[config.mk]
export PLATFORM = sky130hd
export DESIGN_NAME = sp_sync_ram_be
export DESIGN_NICKNAME = d
export VERILOG_FILES = /design/src/rtl/sp_ram_pkg.sv /design/src/rtl/ram_rd_pipe.sv /design/src/rtl/sp_sync_ram_be.sv
export SDC_FILE = /design/constraint.sdc
export NUM_CORES = 1
export LEC_CHECK = 0
export ABC_AREA = 0
export CAP_MARGIN = 20
export CORE_UTILIZATION = 30
export DETAILED_ROUTE_END_ITERATION = 16
export PLACE_DENSITY = 0.48
export REMOVE_ABC_BUFFERS = 1
export SLEW_MARGIN = 20
export SYNTH_ARGS = -nofsm -noshare
export SYNTH_HDL_FRONTEND = slang
export SYNTH_SLANG_ARGS = --single-unit
[constraint.sdc]
create_clock -name clk -period 2.6 [get_ports clk]
set_clock_uncertainty 0.15 [all_clocks]
set_input_delay 0.52 -clock clk [delete_from_list [all_inputs] [get_ports clk]]
set_output_delay 0.52 -clock clk [all_outputs]
set_load 0.02 [all_outputs]
[src/rtl/sp_ram_pkg.sv]
// rtl/sp_ram_pkg.sv - shared types and helpers for the synchronous RAM family
package sp_ram_pkg;

  typedef enum logic {ST_CLEAR, ST_READY} state_e;

  localparam int LAT_MAX = 2;

  function automatic int be_width(input int data_width);
    return data_width / 8;
  endfunction

endpackage

[src/rtl/ram_rd_pipe.sv]
// rtl/ram_rd_pipe.sv - LATENCY-deep register chain for read {valid, err, data}
module ram_rd_pipe
  import sp_ram_pkg::*;
#(
  parameter int DATA_WIDTH = 32,
  parameter int LATENCY    = 1
) (
  input  logic                  clk_i,
  input  logic                  rst_i,
  input  logic                  valid_i,
  input  logic                  err_i,
  input  logic [DATA_WIDTH-1:0] data_i,
  output logic                  valid_o,
  output logic                  err_o,
  output logic [DATA_WIDTH-1:0] data_o
);

  localparam int LAT = (LATENCY < 1) ? 1 : ((LATENCY > LAT_MAX) ? LAT_MAX : LATENCY);

  logic [LAT-1:0]        valid_q;
  logic [LAT-1:0]        err_q;
  logic [DATA_WIDTH-1:0] data_q [LAT];

  // Data stages load only alongside a valid token so the output holds its last value.
  always_ff @(posedge clk_i) begin
    if (rst_i) begin
      valid_q <= '0;
      err_q   <= '0;
      for (int i = 0; i < LAT; i++) begin
        data_q[i] <= '0;
      end
    end else begin
      valid_q[0] <= valid_i;
      err_q[0]   <= err_i;
      if (valid_i) begin
        data_q[0] <= data_i;
      end
      for (int i = 1; i < LAT; i++) begin
        valid_q[i] <= valid_q[i-1];
        err_q[i]   <= err_q[i-1];
        if (valid_q[i-1]) begin
          data_q[i] <= data_q[i-1];
        end
      end
    end
  end

  assign valid_o = valid_q[LAT-1];
  assign err_o   = err_q[LAT-1];
  assign data_o  = data_q[LAT-1];

endmodule

[src/rtl/sp_sync_ram_be.sv]
// rtl/sp_sync_ram_be.sv - single-port byte-enable RAM with clear engine and read pipe
module sp_sync_ram_be
  import sp_ram_pkg::*;
#(
  parameter int ADDR_WIDTH     = 4,
  parameter int DATA_WIDTH     = 32,
  parameter int DEPTH          = 16,
  parameter int READ_LATENCY   = 1,
  parameter int CLEAR_ON_RESET = 1
) (
  input  logic                            clk,
  input  logic                            rst,
  input  logic                            cs,
  input  logic                            we,
  input  logic                            oe,
  input  logic [ADDR_WIDTH-1:0]           addr,
  input  logic [DATA_WIDTH-1:0]           wdata,
  input  logic [be_width(DATA_WIDTH)-1:0] be,
  output logic [DATA_WIDTH-1:0]           rdata,
  output logic                            rvalid,
  output logic                            err,
  output logic                            busy
);

  localparam int                    BW       = be_width(DATA_WIDTH);
  localparam logic [ADDR_WIDTH:0]   DEPTH_W  = (ADDR_WIDTH+1)'(DEPTH);
  localparam logic [ADDR_WIDTH-1:0] CLR_LAST = ADDR_WIDTH'(DEPTH - 1);

  state_e                  state_q, state_d;
  logic [ADDR_WIDTH-1:0]   clr_addr_q, clr_addr_d;
  logic                    clr_we;
  logic                    wr_err_q;
  logic                    in_range;
  logic                    req_wr;
  logic                    req_rd;
  logic [DATA_WIDTH-1:0]   rd_data;
  logic                    pipe_err;
  logic [DATA_WIDTH-1:0]   mem [DEPTH];

  // With DEPTH == 2**ADDR_WIDTH every address compares below DEPTH_W.
  assign in_range = ({1'b0, addr} < DEPTH_W);
  assign req_wr   = cs & we & ~busy;
  assign req_rd   = cs & oe & ~we & ~busy;

  always_comb begin
    state_d    = state_q;
    clr_addr_d = clr_addr_q;
    clr_we     = 1'b0;
    busy       = (state_q == ST_CLEAR);
    case (state_q)
      ST_CLEAR: begin
        clr_we     = 1'b1;
        clr_addr_d = clr_addr_q + ADDR_WIDTH'(1);
        if (clr_addr_q == CLR_LAST) begin
          state_d    = ST_READY;
          clr_addr_d = '0;
        end
      end
      default: ;
    endcase
  end

  always_ff @(posedge clk) begin
    if (rst) begin
      state_q    <= (CLEAR_ON_RESET != 0) ? ST_CLEAR : ST_READY;
      clr_addr_q <= '0;
      wr_err_q   <= 1'b0;
    end else begin
      state_q    <= state_d;
      clr_addr_q <= clr_addr_d;
      wr_err_q   <= req_wr & ~in_range;
    end
  end

  always_ff @(posedge clk) begin
    if (!rst) begin
      if (clr_we) begin
        mem[clr_addr_q] <= '0;
      end else if (req_wr && in_range) begin
        for (int b = 0; b < BW; b++) begin
          if (be[b]) begin
            mem[addr][8*b +: 8] <= wdata[8*b +: 8];
          end
        end
      end
    end
  end

  always_comb begin
    rd_data = '0;
    if (in_range) begin
      rd_data = mem[addr];
    end
  end

  ram_rd_pipe #(
    .DATA_WIDTH(DATA_WIDTH),
    .LATENCY   (READ_LATENCY)
  ) u_rd_pipe (
    .clk_i  (clk),
    .rst_i  (rst),
    .valid_i(req_rd),
    .err_i  (req_rd & ~in_range),
    .data_i (rd_data),
    .valid_o(rvalid),
    .err_o  (pipe_err),
    .data_o (rdata)
  );

  assign err = pipe_err | wr_err_q;

endmodule

Yosys cells after proc, flatten, opt, wreduce, memory -nomap -nowiden:

Memories as Yosys holds them, arrays and structs flattened.
Cells that the tools add are included.

* register bits after elaboration: 6
* memory bits (writable): 544
* output and inout port bits: 35
* logic and storage cells: 52
* memories kept: 2

* add/subtract/negate cells: 1
* eq/ne operators: 1
* mux-type cells: 36
* bitwise gates (word level): 7
* reduce and logical (&&, ||, !) cells: 2

Memory list
* mem: depth 16, bits a word 32, read ports 1, clocked after memory_dff 0, write ports 1, line sp_sync_ram_be.sv:38 `logic [DATA_WIDTH-1:0] mem [DEPTH];`
* u_rd_pipe.data_q: depth 1, bits a word 32, read ports 1, clocked after memory_dff 0, write ports 1, line ram_rd_pipe.sv:22 `logic [DATA_WIDTH-1:0] data_q [LAT];`

Operators by type and width (count)
* 2-to-1 mux 32 bit: 2
* OR reduction 32 bit: 2
* 2-to-1 mux 1 bit: 31
* 2-to-1 mux 4 bit: 3
* AND 1 bit: 5
* adder 4 x 1 -> 4 bit (second input constant): 1
* == test 4 bit (second input constant): 1
* inverter 1 bit: 2

Longest topological paths before layout:

Gate-level depths: netlist of the first run.

* depth in word-level cells: 8
* depth in mapped cells: 8
* gate-level depth less buffers: 5

Cells and area by module:

Synthesis of the first run repeated with hierarchy kept, for this count alone.

* cell total of the unflattened synthesis: 1047
* area total of the unflattened synthesis: 21818.4 µm²

Modules (own cells, without submodules)
* sp_sync_ram_be: instances 1, cells each 972, area each 20468.4 µm², sequential area each 15474.8 µm²
* ram_rd_pipe: instances 1, cells each 75, area each 1350.0 µm², sequential area each 1001.0 µm²

Least setup slack after synthesis of the first run:

Ideal clock, no wire load.

* kind: input -> register
* start: in addr[0]
* end: mem mem[7][0], enable pin
* library setup time: 383 ps
* arrival: 2274 ps
* data required time: 2067 ps
* setup slack: -207 ps
* cell stages on the path: 8
* path buffers: 5
* path through: buf_6 > buf_6 > buf_6 > buf_6 > nand2_1 > mux2_2 > buf_2 > nor3_1

* word-level cells in the longest chain between the ends: 1

RTL lines
* start: declaration: line sp_sync_ram_be.sv:16 `input logic [ADDR_WIDTH-1:0] addr,`
* 2-to-1 mux 4 bit (no line)
* end: declaration: line sp_sync_ram_be.sv:38

Every way passes these cells.

Worst setup path after layout of the first run:

* start: in rst
* end: mem mem[11][25], enable pin

* word-level cells in the longest chain between the ends: 4
* elaborated cells between the ends (all ways): 13

RTL lines
* start: declaration: line sp_sync_ram_be.sv:12 `input logic rst,`
* 2-to-1 mux 1 bit: line sp_sync_ram_be.sv:76 `if (!rst) begin`
* 2-to-1 mux 1 bit (not written as such): line sp_sync_ram_be.sv:82 `mem[addr][8*b +: 8] <= wdata[8*b +: 8];`
* OR reduction 32 bit (no line)
* 2-to-1 mux 4 bit (no line)

Several ways; a longest one is shown, not always the timed one.

==> run metrics, run 1 <==
outcome finished clean; # IOs 80; RSZ-0062 raised after global routing no; Synth Cell Area 21500 sq um; count of final setup violators 0; Via density 4.67; share of the cycle needed by the critical path after routing 0.981; Post-DRT Antenna Nets 0; CTS Buf Count 57; hpwl dp 33700 um; Hold EP clr_addr_q[3]; final net count 1301; Pwr Density 680 nW/um^2; Post-synth EDFFs 544; Worst-path clk slew 60 ps; CTS tree built; total grt overflow 0; Hold Startpoint clr_addr_q[3]; CP Launch Type input pin; register area share after synthesis 0.766; total negative slack 0 ps; CTS root buffer clkbuf_16; antenna violations before repair 0; FF+latch count, synth 550; RR Startpoint state_q; post-synthesis cell type count 34; maxcap violations 0; GR Util All Layers 0.141; drt first-iter violations 788; fin crit period 2550 ps; htree depth 2; Synth top cells by count edfxtp_1, mux4_2, nor3_1; endpoint type of the worst setup path flip-flop; largest net degree at the start of global routing 33; Design Area, Final 27300 sq um; Crit path arrival time 2710 ps; Worst R2R Path Depth 8; most numerous cell in the Yosys netlist edfxtp_1; core area 70400 sq um; wire per inst 22.7 um; layout cells sized above 1 0.352; drc violations 0; Area Growth Syn to Fin 27.2%; filler instances 6428; dpl cell area 25400 sq um; vias 10480; port buffer count 78; Starting Density 0.305; Pre-antenna DRT Iters 5; reg2reg end mem[11][25]; total placed cells including tap cells 2132; clock sink count 550; die width 270 um; number of global-route vias before repair 11170; Worst Hold Class flip-flop to flip-flop; GP Congestion 0.753; Worst-Skew Late Latency 620 ps; synthesized area per cell 21.7 sq um; R2R Setup Slk 160 ps; Peak VDD IR 0.469 mV; first-pass GRT wire length 76100 um; worst-margin pin slew 516 ps; Fmax 392 MHz; Post-synth ARST share 0; WL final 50900 um; P_leak 9.66 nW; Critical Path RT 2760 ps; class of the most critical setup path input pin to flip-flop; top cell type's share of synthesized area 0.760; Fin. Hold Viols 0; maximum clock path buffer count 3; Syn. warnings 0; row count 97; crit-path max FO 8; Hold Crit Depth 2; cell count after synthesis 992; die area 72700 sq um; max-slew violations 0; Chip Height 270 um; Final Non-Filler Cells 2243; Slew Limit Headroom 0.655; synth top area cells edfxtp_1, mux4_2, mux2_2; largest area contributor in the netlist edfxtp_1; Top FF cell, synth edfxtp_1
metrics by stage:
| stage | setup WS, ps | total power [mW] | hold WS (ps) | util |
|---|---|---|---|---|
| after global placement | -936 | 10.9 | 393 | 0.361 |
| final | 50.4 | 18.6 | 415 | 0.388 |
| after CTS | -3.33 | 18.8 | 418 | 0.387 |
| after floorplan | -974 | 10.3 | 349 | - |
| after detailed placement | -942 | 10.9 | 399 | 0.361 |
| after global routing | 0.313 | 19.2 | 500 | 0.388 |
repair_timing:
action / CTS / global route
pin swaps: 1 / 0
buffers inserted: 1 / 2
hold buffers: 0 / 0
gates resized for setup: 12 / 12
setup endpoints to repair: 446 / 240
how the worst max path moves through the flow:
stage | start | end | slack, ps
3_3_place_gp | be[0] | mem[9][0] | -940
3_5_place_dp | be[0] | mem[9][0] | -940
5_1_grt | rst | mem[11][20] | 0.3
2_1_floorplan | state_q | mem[10][0] | -970
4_1_cts | be[2] | mem[3][5] | -3
6_report | rst | mem[11][25] | 50
critical path: stages:
cell and delay (ps):
clkdlybuf4s50_1 450, buf_12 160, nor4_4 270, buf_6 170, buf_4 150, mux2_2 380, buf_4 210, nor3_1 180
buf_4 210
final cells by class:
cell class | instances | area [sq um] | area share
diodes | 1 | 2.50 | 0.0000916
clock buffers | 64 | 1450 | 0.0532
clock inverters | 42 | 333 | 0.0122
inverters | 1 | 3.75 | 0.000137
multi-input cells | 378 | 4790 | 0.175
flip-flops and latches | 550 | 16500 | 0.602
well taps | 940 | 1180 | 0.0430
repair buffers | 267 | 3120 | 0.114
flip-flops by register name, indices dropped and copies added, names as in the netlist:
register,flops
mem,512
state_q,1
clr_addr_q,4
u_rd_pipe.valid_o,1
u_rd_pipe.data_q,32
report_power, final:
group | switching (mW) | internal (mW)
registers | 0.0264 | 9.73
clock network | 3.38 | 4.50
logic | 0.476 | 0.481
cell usage in the layout (no fill, tap or decap), types with 5 or more instances in the layout:
master and n:
a221o_1 32, and2_1 32, buf_12 72, buf_4 111
buf_6 6, bufinv_16 5, clkbuf_1 7, clkbuf_16 57
clkdlybuf4s50_1 71, clkinv_1 17, clkinv_2 15, dfxtp_1 6
edfxtp_1 544, mux2_2 33, mux2i_2 5, mux4_2 128
nand2_1 6, nand3_1 5, nor2_1 8, nor2b_1 41
nor3_1 53, nor3_2 9
kinds of logic (layout without fill, tap and decap cells):
group / Yosys count / in the layout / share of synthesized area
other cells: 1 / 2 / 0.000175
compound gates: 41 / 41 / 0.0175
mux: 169 / 169 / 0.156
xor+xnor: 1 / 1 / 0.000408
buf+inv: 64 / 374 / 0.0153
flops: 550 / 550 / 0.766
simple gates: 165 / 165 / 0.0439
fa+ha+maj: 1 / 1 / 0.000582
layer usage:
layer	vias to the layer above	wire length (um)	track usage
met4	0	1130	0.0438
li1	4694	-	-
met2	194	24100	0.222
met3	80	1840	0.0204
met1	5512	23800	0.202
met5	-	0	0
No activity file was read; power rests on OpenSTA's default activity.
==> run 2: changes to the inputs <==
CAP_MARGIN = unset   (was 20)
RECOVER_POWER = 100   (was unset)
==> run 2 against run 1 <==
Against the previous run:
- flip-flop and latch count unchanged
- sequential share of layout area is 0.46 points higher
- via count about the same
- clock power barely moved
- utilization fell by 0.29 points
- global-route usage did not move
- clock-buffer cell count unchanged
- final cell count shrank 0.13%
- combinational power shrank 2%
- worst hold slack got worse by 6.1 ps
- die area unchanged
- critical endpoint is now mem[13][21]
- largest cell class unchanged
- largest power group unchanged
==> run metrics, run 2 (synthesis results as in run 1) <==
largest net degree at the start of global routing 33; fin crit period 2540 ps; post-layout util 0.385; Slew Limit Headroom 0.280; Peak VDD IR 0.469 mV; crit-path max FO 8; total negative slack 0 ps; core area 70400 sq um; drt first-iter violations 806; Worst Hold Class flip-flop to flip-flop; die area 72700 sq um; R2R Setup Slk 180 ps; Top reg by flops mem; drc violations 0; reg2reg end mem[13][21]; CP Launch Type input pin; # IOs 80; CTS root buffer clkbuf_16; worst-margin pin slew 1070 ps; die width 270 um; Pwr Density 684 nW/um^2; Critical Path RT 2750 ps; vias 10470; Hold Crit Depth 2; Worst-Skew Late Latency 620 ps; Buf/Inv on CP 6; Hold EP clr_addr_q[3]; count of final setup violators 0; number of flip-flops in the largest register 512; maxcap violations 0; outcome finished clean; class of the most critical setup path input pin to flip-flop; most frequent cells in the layout edfxtp_1, mux4_2, clkdlybuf4s50_1, buf_12, buf_4; slowest stage delay, CP 450 ps; Worst-path clk slew 60 ps; Pre-antenna DRT Iters 5; final net count 1298; port buffer count 78; filler instances 6458; worst setup slack after layout 62.7 ps; clock sink count 550; Post-DRT Antenna Nets 0; most common cell after layout, fill and taps aside edfxtp_1; Worst R2R Path Depth 8; RR Startpoint state_q; share of the cycle needed by the critical path after routing 0.976; Hold Startpoint clr_addr_q[3]; Top Registers mem x512, u_rd_pipe.data_q x32, clr_addr_q x4; number of global-route vias before repair 11170; first-pass GRT wire length 76100 um; hold_buf cts 0; P_leak 9.56 nW; max-slew violations 0; Chip Height 270 um; critical path depth 9; Area Growth Syn to Fin 26.3%; GR Util All Layers 0.141; Crit-path slowest cell clkdlybuf4s50_1; Via density 4.67; antenna violations before repair 0; maximum clock path buffer count 3; RSZ-0062 raised after global routing no; total grt overflow 0; FF+latch area 16500 sq um; wire per inst 22.7 um; Place WS -942 ps; delay-heaviest family, CP buffers and inverters; GP Congestion 0.753; cell breakdown of the critical path clkdlybuf4s50_1 -> buf_12 -> nor4_4 -> buf_6 -> buf_4 -> mux2_4 -> buf_12 -> nor3_1 -> buf_4; Fmax 394 MHz; CTS Buf Count 57; Crit path arrival time 2690 ps; Fin. Hold Viols 0; htree depth 2; row count 97; area of the multi-input gates 4760 sq um; dpl cell area 25400 sq um; Starting Density 0.305; layout cells sized above 1 0.336; WL final 50800 um; CTS tree built; endpoint type of the worst setup path flip-flop; Design Area, Final 27100 sq um; hpwl dp 33700 um
## run 2: cell types whose count changed in the layout (fill, tap and decap cells not counted), sizes merged
cell | previous run | this run
buf | 192 | 146
clkbuf | 64 | 107
## run 2: what timing repair did
action / CTS / global route
setup endpoints to repair: 446 / 248
pin swaps: 1 / 0
buffers inserted: 1 / 0
gates resized for setup: 12 / 8
## run 2: how the worst max path moves through the flow
stage	slack [ps]	end	start
CTS	-3	mem[3][5]	be[2]
detailed placement	-940	mem[9][0]	be[0]
global placement	-940	mem[9][0]	be[0]
global route	1	mem[10][29]	rst
finish	60	mem[13][21]	rst
floorplan	-970	mem[10][0]	state_q
## run 2: power breakdown
part / internal [mW] / switching (mW)
clock network: 4.50 / 3.37
logic: 0.468 / 0.471
registers: 9.73 / 0.0264
total: 14.7 / 3.87
## run 2: layout make-up
type,count,share of cell area
multi-input cells,378,0.176
clock buffers,64,0.0536
clock inverters,42,0.0123
well taps,940,0.0434
flip-flops and latches,550,0.607
diodes,1,0.0000923
repair buffers,264,0.108
inverters,1,0.000138
## run 2: layer usage
layer  global-route usage  wire (um)  share of wire  up-vias
met5                    0          0              0        -
met4               0.0438       1140          0.022        0
met3               0.0204       1810          0.036       79
met2                0.222      24100           0.48      180
met1                0.202      23700           0.47     5529
li1                     -          -              -     4682
## run 2: worst min-delay path: stages, from the launching register on
cell	delay, ps
dfxtp_1	360
o21ai_0	90
a21oi_1	60
## run 2: through the flow
step | std cells | hold slack, ps | power (mW)
2_1_floorplan | 929 | 349 | 10.3
4_1_cts | 2239 | 418 | 18.8
6_report | 2240 | 409 | 18.6
3_3_place_gp | 2132 | 393 | 10.9
5_1_grt | 2239 | 500 | 19.1
3_5_place_dp | 2132 | 399 | 10.9
